`src/rtl/encode_multi_if.sv`:
```
// encode_multi_if - signal bundle between a sample source and encode_multi.
//
// Handshake: the source raises start while busy is low; the encoder takes
// data/prescale on that edge and raises busy on the next cycle. busy stays
// high for the whole frame. done pulses for one cycle after each frame.
// start is ignored while busy. With continuous high at the end of a frame,
// the next frame begins in the same cycle that done is high.
//
// Signals:
//   start       source -> encoder  frame request
//   continuous  source -> encoder  restart at frame end when 1
//   data        source -> encoder  CH codes, channel i at [i*W +: W]
//   prescale    source -> encoder  ramp step period minus one
//   out         encoder -> source  per-channel encoded pulse
//   busy        encoder -> source  frame in progress
//   done        encoder -> source  end-of-frame pulse
//   run_state   encoder -> source  debug view of the FSM (1 = RUN)
//   encoded     encoder -> source  per-channel bit history, newest at LSB
//                                  (only with ENCODE_HISTORY_EN)
// Optional feature macro: ENCODE_HISTORY_EN
interface encode_multi_if #(
  parameter int CH = 4,
  parameter int W  = 8
`ifdef ENCODE_HISTORY_EN
  , parameter int HIST = 8
`endif
);
  logic              start;
  logic              continuous;
  logic [CH*W-1:0]   data;
  logic [W-1:0]      prescale;
  logic [CH-1:0]     out;
  logic              busy;
  logic              done;
  logic              run_state;
`ifdef ENCODE_HISTORY_EN
  logic [CH*HIST-1:0] encoded;

  modport master (output start, continuous, data, prescale,
                  input  out, busy, done, run_state, encoded);
  modport slave  (input  start, continuous, data, prescale,
                  output out, busy, done, run_state, encoded);
`else
  modport master (output start, continuous, data, prescale,
                  input  out, busy, done, run_state);
  modport slave  (input  start, continuous, data, prescale,
                  output out, busy, done, run_state);
`endif
endinterface

```
`src/rtl/encode_multi.sv`:
```
// encode_multi - multi-channel ramp-compare pulse-width encoder.
//
// Latches CH W-bit codes on start and sweeps a W-bit ramp that advances every
// prescale+1 cycles. Channel i output is high while code_i >= ramp, so the
// pulse lasts (code+1)*(prescale+1) cycles of a 2^W*(prescale+1) cycle frame.
//
// Ports:
//   CLK100MHZ  system clock
//   reset      synchronous, active-high reset
//   bus        encode_multi_if.slave (start/continuous/data/prescale in;
//              out/busy/done/run_state[/encoded] out)
// Optional feature macro: ENCODE_HISTORY_EN adds the per-channel history
// register driven onto bus.encoded.
module encode_multi #(
  parameter int CH = 4,
  parameter int W  = 8
`ifdef ENCODE_HISTORY_EN
  , parameter int HIST = 8
`endif
) (
  input  logic          CLK100MHZ,
  input  logic          reset,
  encode_multi_if.slave bus
);

  typedef enum logic {IDLE = 1'b0, RUN = 1'b1} state_t;

  localparam logic [W-1:0] CNT_MAX = {W{1'b1}};

  state_t          state_q, state_d;
  logic [CH*W-1:0] data_q, data_d;
  logic [W-1:0]    pre_q, pre_d;        // latched prescale
  logic [W-1:0]    pre_cnt_q, pre_cnt_d;
  logic [W-1:0]    cnt_q, cnt_d;        // ramp value
  logic [CH-1:0]   out_q, out_d;
  logic            busy_q, busy_d;
  logic            done_q, done_d;
  logic            shift_en;            // a new out value is being loaded

  always_ff @(posedge CLK100MHZ) begin
    if (reset) begin
      state_q   <= IDLE;
      data_q    <= '0;
      pre_q     <= '0;
      pre_cnt_q <= '0;
      cnt_q     <= '0;
      out_q     <= '0;
      busy_q    <= 1'b0;
      done_q    <= 1'b0;
    end else begin
      state_q   <= state_d;
      data_q    <= data_d;
      pre_q     <= pre_d;
      pre_cnt_q <= pre_cnt_d;
      cnt_q     <= cnt_d;
      out_q     <= out_d;
      busy_q    <= busy_d;
      done_q    <= done_d;
    end
  end

  always_comb begin
    state_d   = state_q;
    data_d    = data_q;
    pre_d     = pre_q;
    pre_cnt_d = pre_cnt_q;
    cnt_d     = cnt_q;
    out_d     = out_q;
    busy_d    = busy_q;
    done_d    = 1'b0;
    shift_en  = 1'b0;

    case (state_q)
      IDLE: begin
        out_d  = '0;
        busy_d = 1'b0;
        if (bus.start) begin
          data_d    = bus.data;
          pre_d     = bus.prescale;
          cnt_d     = '0;
          pre_cnt_d = '0;
          out_d     = '1;             // every code is >= 0
          busy_d    = 1'b1;
          shift_en  = 1'b1;
          state_d   = RUN;
        end
      end

      RUN: begin
        if (pre_cnt_q != pre_q) begin
          pre_cnt_d = pre_cnt_q + W'(1);
        end else if (cnt_q != CNT_MAX) begin
          pre_cnt_d = '0;
          cnt_d     = cnt_q + W'(1);
          for (int i = 0; i < CH; i++) begin
            out_d[i] = (data_q[i*W +: W] >= cnt_d);
          end
          shift_en  = 1'b1;
        end else begin
          // Frame end: either restart with fresh inputs or drop to IDLE.
          done_d    = 1'b1;
          pre_cnt_d = '0;
          cnt_d     = '0;
          shift_en  = 1'b1;
          if (bus.continuous) begin
            data_d = bus.data;
            pre_d  = bus.prescale;
            out_d  = '1;
          end else begin
            out_d   = '0;
            busy_d  = 1'b0;
            state_d = IDLE;
          end
        end
      end

      default: begin
        state_d = IDLE;
        out_d   = '0;
        busy_d  = 1'b0;
      end
    endcase
  end

  assign bus.out       = out_q;
  assign bus.busy      = busy_q;
  assign bus.done      = done_q;
  assign bus.run_state = (state_q == RUN);

`ifdef ENCODE_HISTORY_EN
  logic [CH*HIST-1:0] hist_q;

  // Shift in the value that out takes on this edge, so the history LSB always
  // matches the out bit visible in the following cycle.
  always_ff @(posedge CLK100MHZ) begin
    if (reset) begin
      hist_q <= '0;
    end else if (shift_en) begin
      for (int i = 0; i < CH; i++) begin
        hist_q[i*HIST +: HIST] <= (hist_q[i*HIST +: HIST] << 1) | HIST'(out_d[i]);
      end
    end
  end

  assign bus.encoded = hist_q;
`else
  logic unused_shift;
  assign unused_shift = shift_en;
`endif

endmodule

```
`src/flat_wrapper.sv`:
```
// flat-port wrapper written by rule: the top's interface ports become plain ports
module encode_multi_flat 
#(
  parameter int CH = 4,
  parameter int W  = 8

)
  (CLK100MHZ, reset, bus_start, bus_continuous, bus_data, bus_prescale, bus_out, bus_busy, bus_done, bus_run_state);
  encode_multi_if #(.CH(CH), .W(W)) bus_i ();
  input  logic CLK100MHZ;
  input  logic reset;
  input wire logic [$bits(bus_i.start)-1:0] bus_start;
  input wire logic [$bits(bus_i.continuous)-1:0] bus_continuous;
  input wire logic [$bits(bus_i.data)-1:0] bus_data;
  input wire logic [$bits(bus_i.prescale)-1:0] bus_prescale;
  output wire logic [$bits(bus_i.out)-1:0] bus_out;
  output wire logic [$bits(bus_i.busy)-1:0] bus_busy;
  output wire logic [$bits(bus_i.done)-1:0] bus_done;
  output wire logic [$bits(bus_i.run_state)-1:0] bus_run_state;
  assign bus_i.start = bus_start;
  assign bus_i.continuous = bus_continuous;
  assign bus_i.data = bus_data;
  assign bus_i.prescale = bus_prescale;
  assign bus_out = bus_i.out;
  assign bus_busy = bus_i.busy;
  assign bus_done = bus_i.done;
  assign bus_run_state = bus_i.run_state;
  encode_multi #(.CH(CH), .W(W)) u_core (.CLK100MHZ(CLK100MHZ), .reset(reset), .bus(bus_i));
endmodule
```
`config.mk`:
```
export PLATFORM = sky130hd
export DESIGN_NAME = encode_multi_flat
export DESIGN_NICKNAME = d
export VERILOG_FILES = /design/src/rtl/encode_multi_if.sv /design/src/rtl/encode_multi.sv /design/src/flat_wrapper.sv
export SDC_FILE = /design/constraint.sdc
export NUM_CORES = 1
export LEC_CHECK = 0
export ABC_CLOCK_PERIOD_IN_PS = 2400
export BUFFER_PORTS_ARGS = -buffer_cell sky130_fd_sc_hd__buf_2
export CELL_PAD_IN_SITES_DETAIL_PLACEMENT = 1
export CELL_PAD_IN_SITES_GLOBAL_PLACEMENT = 1
export CORE_MARGIN = 1
export CORE_UTILIZATION = 39
export CTS_BUF_LIST = sky130_fd_sc_hd__clkbuf_16
export DETAILED_ROUTE_END_ITERATION = 7
export HOLD_SLACK_MARGIN = 0.06
export MAX_ROUTING_LAYER = met4
export PLACE_DENSITY = 0.8
export SETUP_SLACK_MARGIN = 0.05
export SYNTH_ARGS = -nofsm -noshare
export SYNTH_HDL_FRONTEND = slang
export SYNTH_SLANG_ARGS = --single-unit
export TNS_END_PERCENT = 1
```
`constraint.sdc`:
```
create_clock -name CLK100MHZ -period 2.4 [get_ports CLK100MHZ]
set_clock_uncertainty 0.1 [all_clocks]
set_input_delay 0 -clock CLK100MHZ [delete_from_list [all_inputs] [get_ports CLK100MHZ]]
set_output_delay 0 -clock CLK100MHZ [all_outputs]
set_load 0.005 [all_outputs]
```
* Yosys cells after proc, flatten, opt, wreduce, memory -nomap -nowiden
Index checks and enable logic that the tools add are counted.
** Storage, ports and cells
- Bits in writable memories :: 0
- Output and inout bits :: 7
- Logic and storage cells :: 57
- Bits in registers :: 63
- Memories kept :: 0
- Bits in latches :: 0
- ROM bits :: 0
** Cells by class
- Multiplexer cells :: 31
- Div/mod/pow operators :: 0
- Equal/unequal tests :: 7
- Add/sub/neg operators :: 2
- Shift operators :: 0
- Multipliers :: 0
- Bitwise logic cells :: 1
- Reduce and logical (&&, ||, !) cells :: 4
- Magnitude comparators :: 4
** Operator list (count)
- $mux W32 :: 4
- $mux W8 :: 8
- $pmux W32 S2 :: 1
- $pmux W8 S2 :: 3
- $ge A8 B8 Y1 :: 4
- $add A8 B1 Y8 const B :: 2
- $mux W4 :: 4
- $ne A2 B2 Y1 const B :: 5
- $mux W1 :: 8
- $ne A8 B8 Y1 :: 1
- $ne A8 B8 Y1 const B :: 1
- $pmux W4 S2 :: 1
- $pmux W1 S2 :: 2
- $reduce_and A4 Y1 :: 1
- $reduce_and A3 Y1 :: 1
- $reduce_or A3 Y1 :: 1
- $reduce_and A2 Y1 :: 1
- $not A1 Y1 :: 1

* Longest topological paths before layout
- Depth in word-level cells :: 5
- Mapped depth :: 9
- Mapped depth without buffers :: 9

* Worst setup path after synthesis
OpenSTA, ideal clock, no wires.
- Kind :: reg2reg
- Start point :: register u_core.cnt_q[0]
- End point :: register u_core.data_q[0]
- Clock period less this slack :: 2.248 ns
- Library setup time :: 0.071 ns
- Path slack :: 0.152 ns
- Arrival time :: 2.077 ns
- Cell stages (with the launch flop) :: 9
- Cells stage by stage :: dfxtp_1 > ha_1 > nand3_2 > or3_1 > buf_6 > o32ai_4 > buf_8 > nand2_2 > a21oi_2
** On the way
- Longest elaborated chain between the ends :: 3
** RTL lines
- from (decl) :: line encode_multi.sv:34 : logic [W-1:0] cnt_q, cnt_d;
- from (signal assigned) :: line encode_multi.sv:55 : cnt_q <= cnt_d;
- $ne A8 B8 Y1 :: line encode_multi.sv:92 : end else if (cnt_q != CNT_MAX) begin
- $ne A2 B2 Y1 (no line)
- $reduce_and A4 Y1 (no line)
- to (signal assigned) :: line encode_multi.sv:52 : data_q <= data_d;
- to (decl) :: line encode_multi.sv:31 : logic [CH*W-1:0] data_q, data_d;
Every way passes these cells.
A chain may end at the register's enable or synchronous reset.

* Final worst setup path
- Start point :: register u_core.cnt_q[0]
- End point :: register u_core.pre_q[3]
** On the way
- Longest elaborated chain between the ends :: 3
** RTL lines
- $ne A8 B8 Y1 :: line encode_multi.sv:92
- $ne A2 B2 Y1 (no line)
- $reduce_and A4 Y1 (no line)
- to (signal assigned) :: line encode_multi.sv:53 : pre_q <= pre_d;
- to (decl) :: line encode_multi.sv:32 : logic [W-1:0] pre_q, pre_d;
Every way passes these cells.

==> summary.txt <==
status = completed
TritonCTS clock tree = yes
initial antenna violation count = 0
worst min path class = in2reg
Synth area leader = dfxtp_1
Post-CTS Setup Bufs = 0
Mapped Nets = 465
CP max-delay cell = or3_4
share of layout cells above drive strength 1 = 0.352
crit path DAT = 2.37 ns
RR Endpoint = u_core.pre_q[3]
global-route wire length before repair = 15700 um
FF+latch area = 1260 um^2
CTS max path bufs = 2
total power = 0.00292 W
CP top delay family = simple AND/OR/NAND/NOR gates
Fillers = 1028
R2R setup slack = 0.14 ns
Yosys top cell area share = 0.363
port bufs = 50
die height = 96.4 um
DRT iter0 DRCs = 88
GR Util All Layers = 0.229
WL per Instance = 15.8 um
wirelength, routed = 9530 um
crit path cell chain = ha_2, nand3_2, or3_4, o32a_2, buf_4, nand2_1, a21oi_2
Slew Limit Fails = 0
Cell variety after synth = 40
maximum number of pins on one net before global-route repair = 24
delay of the slowest critical-path stage = 0.45 ns
min Tclk post-route = 2.26 ns
via-per-instance ratio = 5.16
crit path to = u_core.pre_q[3]
routability cong. = 0.845
Crit Path Class = reg2reg
R2R Path Start = u_core.cnt_q[0]
vias in the first global route = 3302
Worst Reg-to-Reg Cells = 7
H-Tree Depth = 3
aggregate global routing overflow = 0
final hold vios = 0
Core Footprint = 8680 um^2
Nets = 564
CP endpoint kind = flip-flop
Worst-path clk slew = 0.06 ns
maximum vdd drop = 0.253 mV
CP bufs+invs = 1
setup total negative slack = 0 ns
Gate Count Post-Synth = 391
worst-path fanout max = 20
Initial Utilization = 0.401
via count = 3114
fmax = 443 MHz
CTS Buf Count = 9
DP HPWL = 6270 um
dpl cell area = 3870 um^2
post-synth design cell area = 3480 um^2
Final period util = 0.941
register area share after synthesis = 0.363
crit path from = u_core.cnt_q[0]
Final ANT Viol Nets = 0
WP data required = 2.51 ns
worst-skew pair later-pin latency = 0.33 ns
floorplan row count = 34
cells taking the most area after synthesis = dfxtp_1, ha_1, a21oi_2
Antenna Cells = 0
RSZ-0062 raised after global routing = yes
max-cap viol count = 0
First-pass DRT Iterations = 4
die area = 9300 um^2
Leakage = 1.78 nW
I/O Pins = 51
final setup fails = 0
Power per Cell Area = 633 nW/um^2
final instance area = 4610 um^2
CP Depth = 7
clock sink total = 63
DR DRC count = 0
Slew HR = 0.643
Ys Warns = 0
post-synthesis register bit count = 63
syn avg cell area = 8.89 um^2
CP startpoint kind = flip-flop
Root Driver = clkbuf_16
chip width = 96.4 um
area of the multi-input gates = 2050 um^2
worst slew pin tran = 0.535 ns
Synth-to-Final Area Change = 32.5%
## how the worst min path moves through the flow
stage	slack (ns)	cells after the start	startpoint	endpoint
after CTS	0.35	4	bus_data[28]	u_core.data_q[28]
after global placement	0.15	3	bus_prescale[3]	u_core.pre_q[3]
after global routing	0.37	4	bus_data[29]	u_core.data_q[29]
final	0.35	4	bus_data[28]	u_core.data_q[28]
after floorplan	0.03	2	bus_data[0]	u_core.data_q[0]
after detailed placement	0.15	3	bus_data[28]	u_core.data_q[28]
## cell type report
class / count / share of cell area
Clock inverter: 7 / 0.0138
Clock buffer: 9 / 0.0489
Timing Repair Buffer: 109 / 0.179
Sequential cell: 63 / 0.274
Inverter: 12 / 0.00977
Multi-Input combinational cell: 295 / 0.445
Tap cell: 108 / 0.0293
## synthesized netlist by cell type
cell type / instances
a21o_2: 1
buf_2: 2
clkbuf_1: 13
nand3_2: 1
nand2_2: 41
o2111ai_1: 4
xnor2_1: 4
nor4_1: 2
or3_1: 3
o21ai_0: 12
nor3_1: 5
buf_1: 1
a21oi_2: 40
o32a_2: 1
nand3b_1: 1
buf_6: 1
nand3_1: 5
inv_1: 12
a41oi_1: 1
nor3b_1: 5
buf_8: 4
nor4_4: 2
a311oi_1: 5
a31oi_1: 5
a22oi_1: 1
ha_1: 30
o211ai_1: 4
o21a_1: 1
o22ai_1: 4
nand2_1: 54
and3_1: 1
mux2i_1: 1
or4_1: 1
a21oi_1: 23
nand2b_1: 3
nor2_1: 20
o32ai_4: 1
dfxtp_1: 63
xor2_1: 11
or2_2: 2
## cells by family after synthesis
group | Yosys count | synth area share
buffers and inverters | 33 | 0.0515
AOI/OAI and AO/OA | 103 | 0.219
muxes | 1 | 0.00288
adders and majority gates | 30 | 0.108
xor gates and xnor gates | 15 | 0.0378
and+or+nand+nor | 146 | 0.218
DFF | 63 | 0.363
## power breakdown
part	internal, W	total (W)	switching, W
registers	0.00110	0.00113	0.0000340
logic	0.000235	0.000509	0.000274
clock network	0.000793	0.00127	0.000480
## sequential cells by signal, indices dropped and copies added (netlist names)
register              count
u_core.bus.done           1
u_core.cnt_q              8
u_core.bus.out            4
u_core.pre_q              8
u_core.bus.run_state      1
u_core.bus.busy           1
u_core.pre_cnt_q          8
u_core.data_q            32
## placed cells by master (no fill, tap or decap), types with 4 or more instances in the layout
| cell | n |
|---|---|
| dfxtp_1 | 63 |
| nand2_1 | 54 |
| buf_2 | 50 |
| dlygate4sd3_1 | 43 |
| nand2_2 | 41 |
| a21oi_2 | 40 |
| ha_1 | 29 |
| a21oi_1 | 23 |
| nor2_1 | 20 |
| buf_4 | 14 |
| inv_1 | 11 |
| o21ai_0 | 11 |
| xor2_1 | 10 |
| clkbuf_16 | 9 |
| nand3_1 | 5 |
| a311oi_1 | 5 |
| a31oi_1 | 5 |
| nor3b_1 | 5 |
| nor3_1 | 5 |
| xnor2_1 | 4 |
| o2111ai_1 | 4 |
| o211ai_1 | 4 |
| o22ai_1 | 4 |
## metal layers
metal	wire length, um	share of wire	global-route usage	vias up
met5	0	0	-	-
li1	-	-	-	1556
met2	4880	0.51	0.396	49
met4	185	0.019	0.0858	0
met3	250	0.026	0.0329	16
met1	4210	0.44	0.271	1493
## repair_timing
action	4_1_cts	5_1_grt
hold buffers	43	0
hold endpoints to repair	48	0
resized for setup	0	5
setup endpoints to repair	0	44
## worst reg2reg max path: stages (launching register included)
cell and delay, ns:
dfxtp_1 0.39, ha_2 0.25, nand3_2 0.13, or3_4 0.45, o32a_2 0.39, buf_4 0.22
nand2_1 0.14, a21oi_2 0.07
## per-stage QoR
stage / cells / setup slack (ns) / hold slack [ns] / util
2_1_floorplan: 391 / 0.152 / 0.0337 / -
3_3_place_gp: 544 / 0.152 / 0.147 / 0.446
3_5_place_dp: 544 / 0.0776 / 0.152 / 0.446
4_1_cts: 603 / 0.0523 / 0.347 / 0.529
5_1_grt: 603 / 0.0115 / 0.368 / 0.531
6_report: 603 / 0.141 / 0.352 / 0.531
Power figures use the tool's default switching activity.
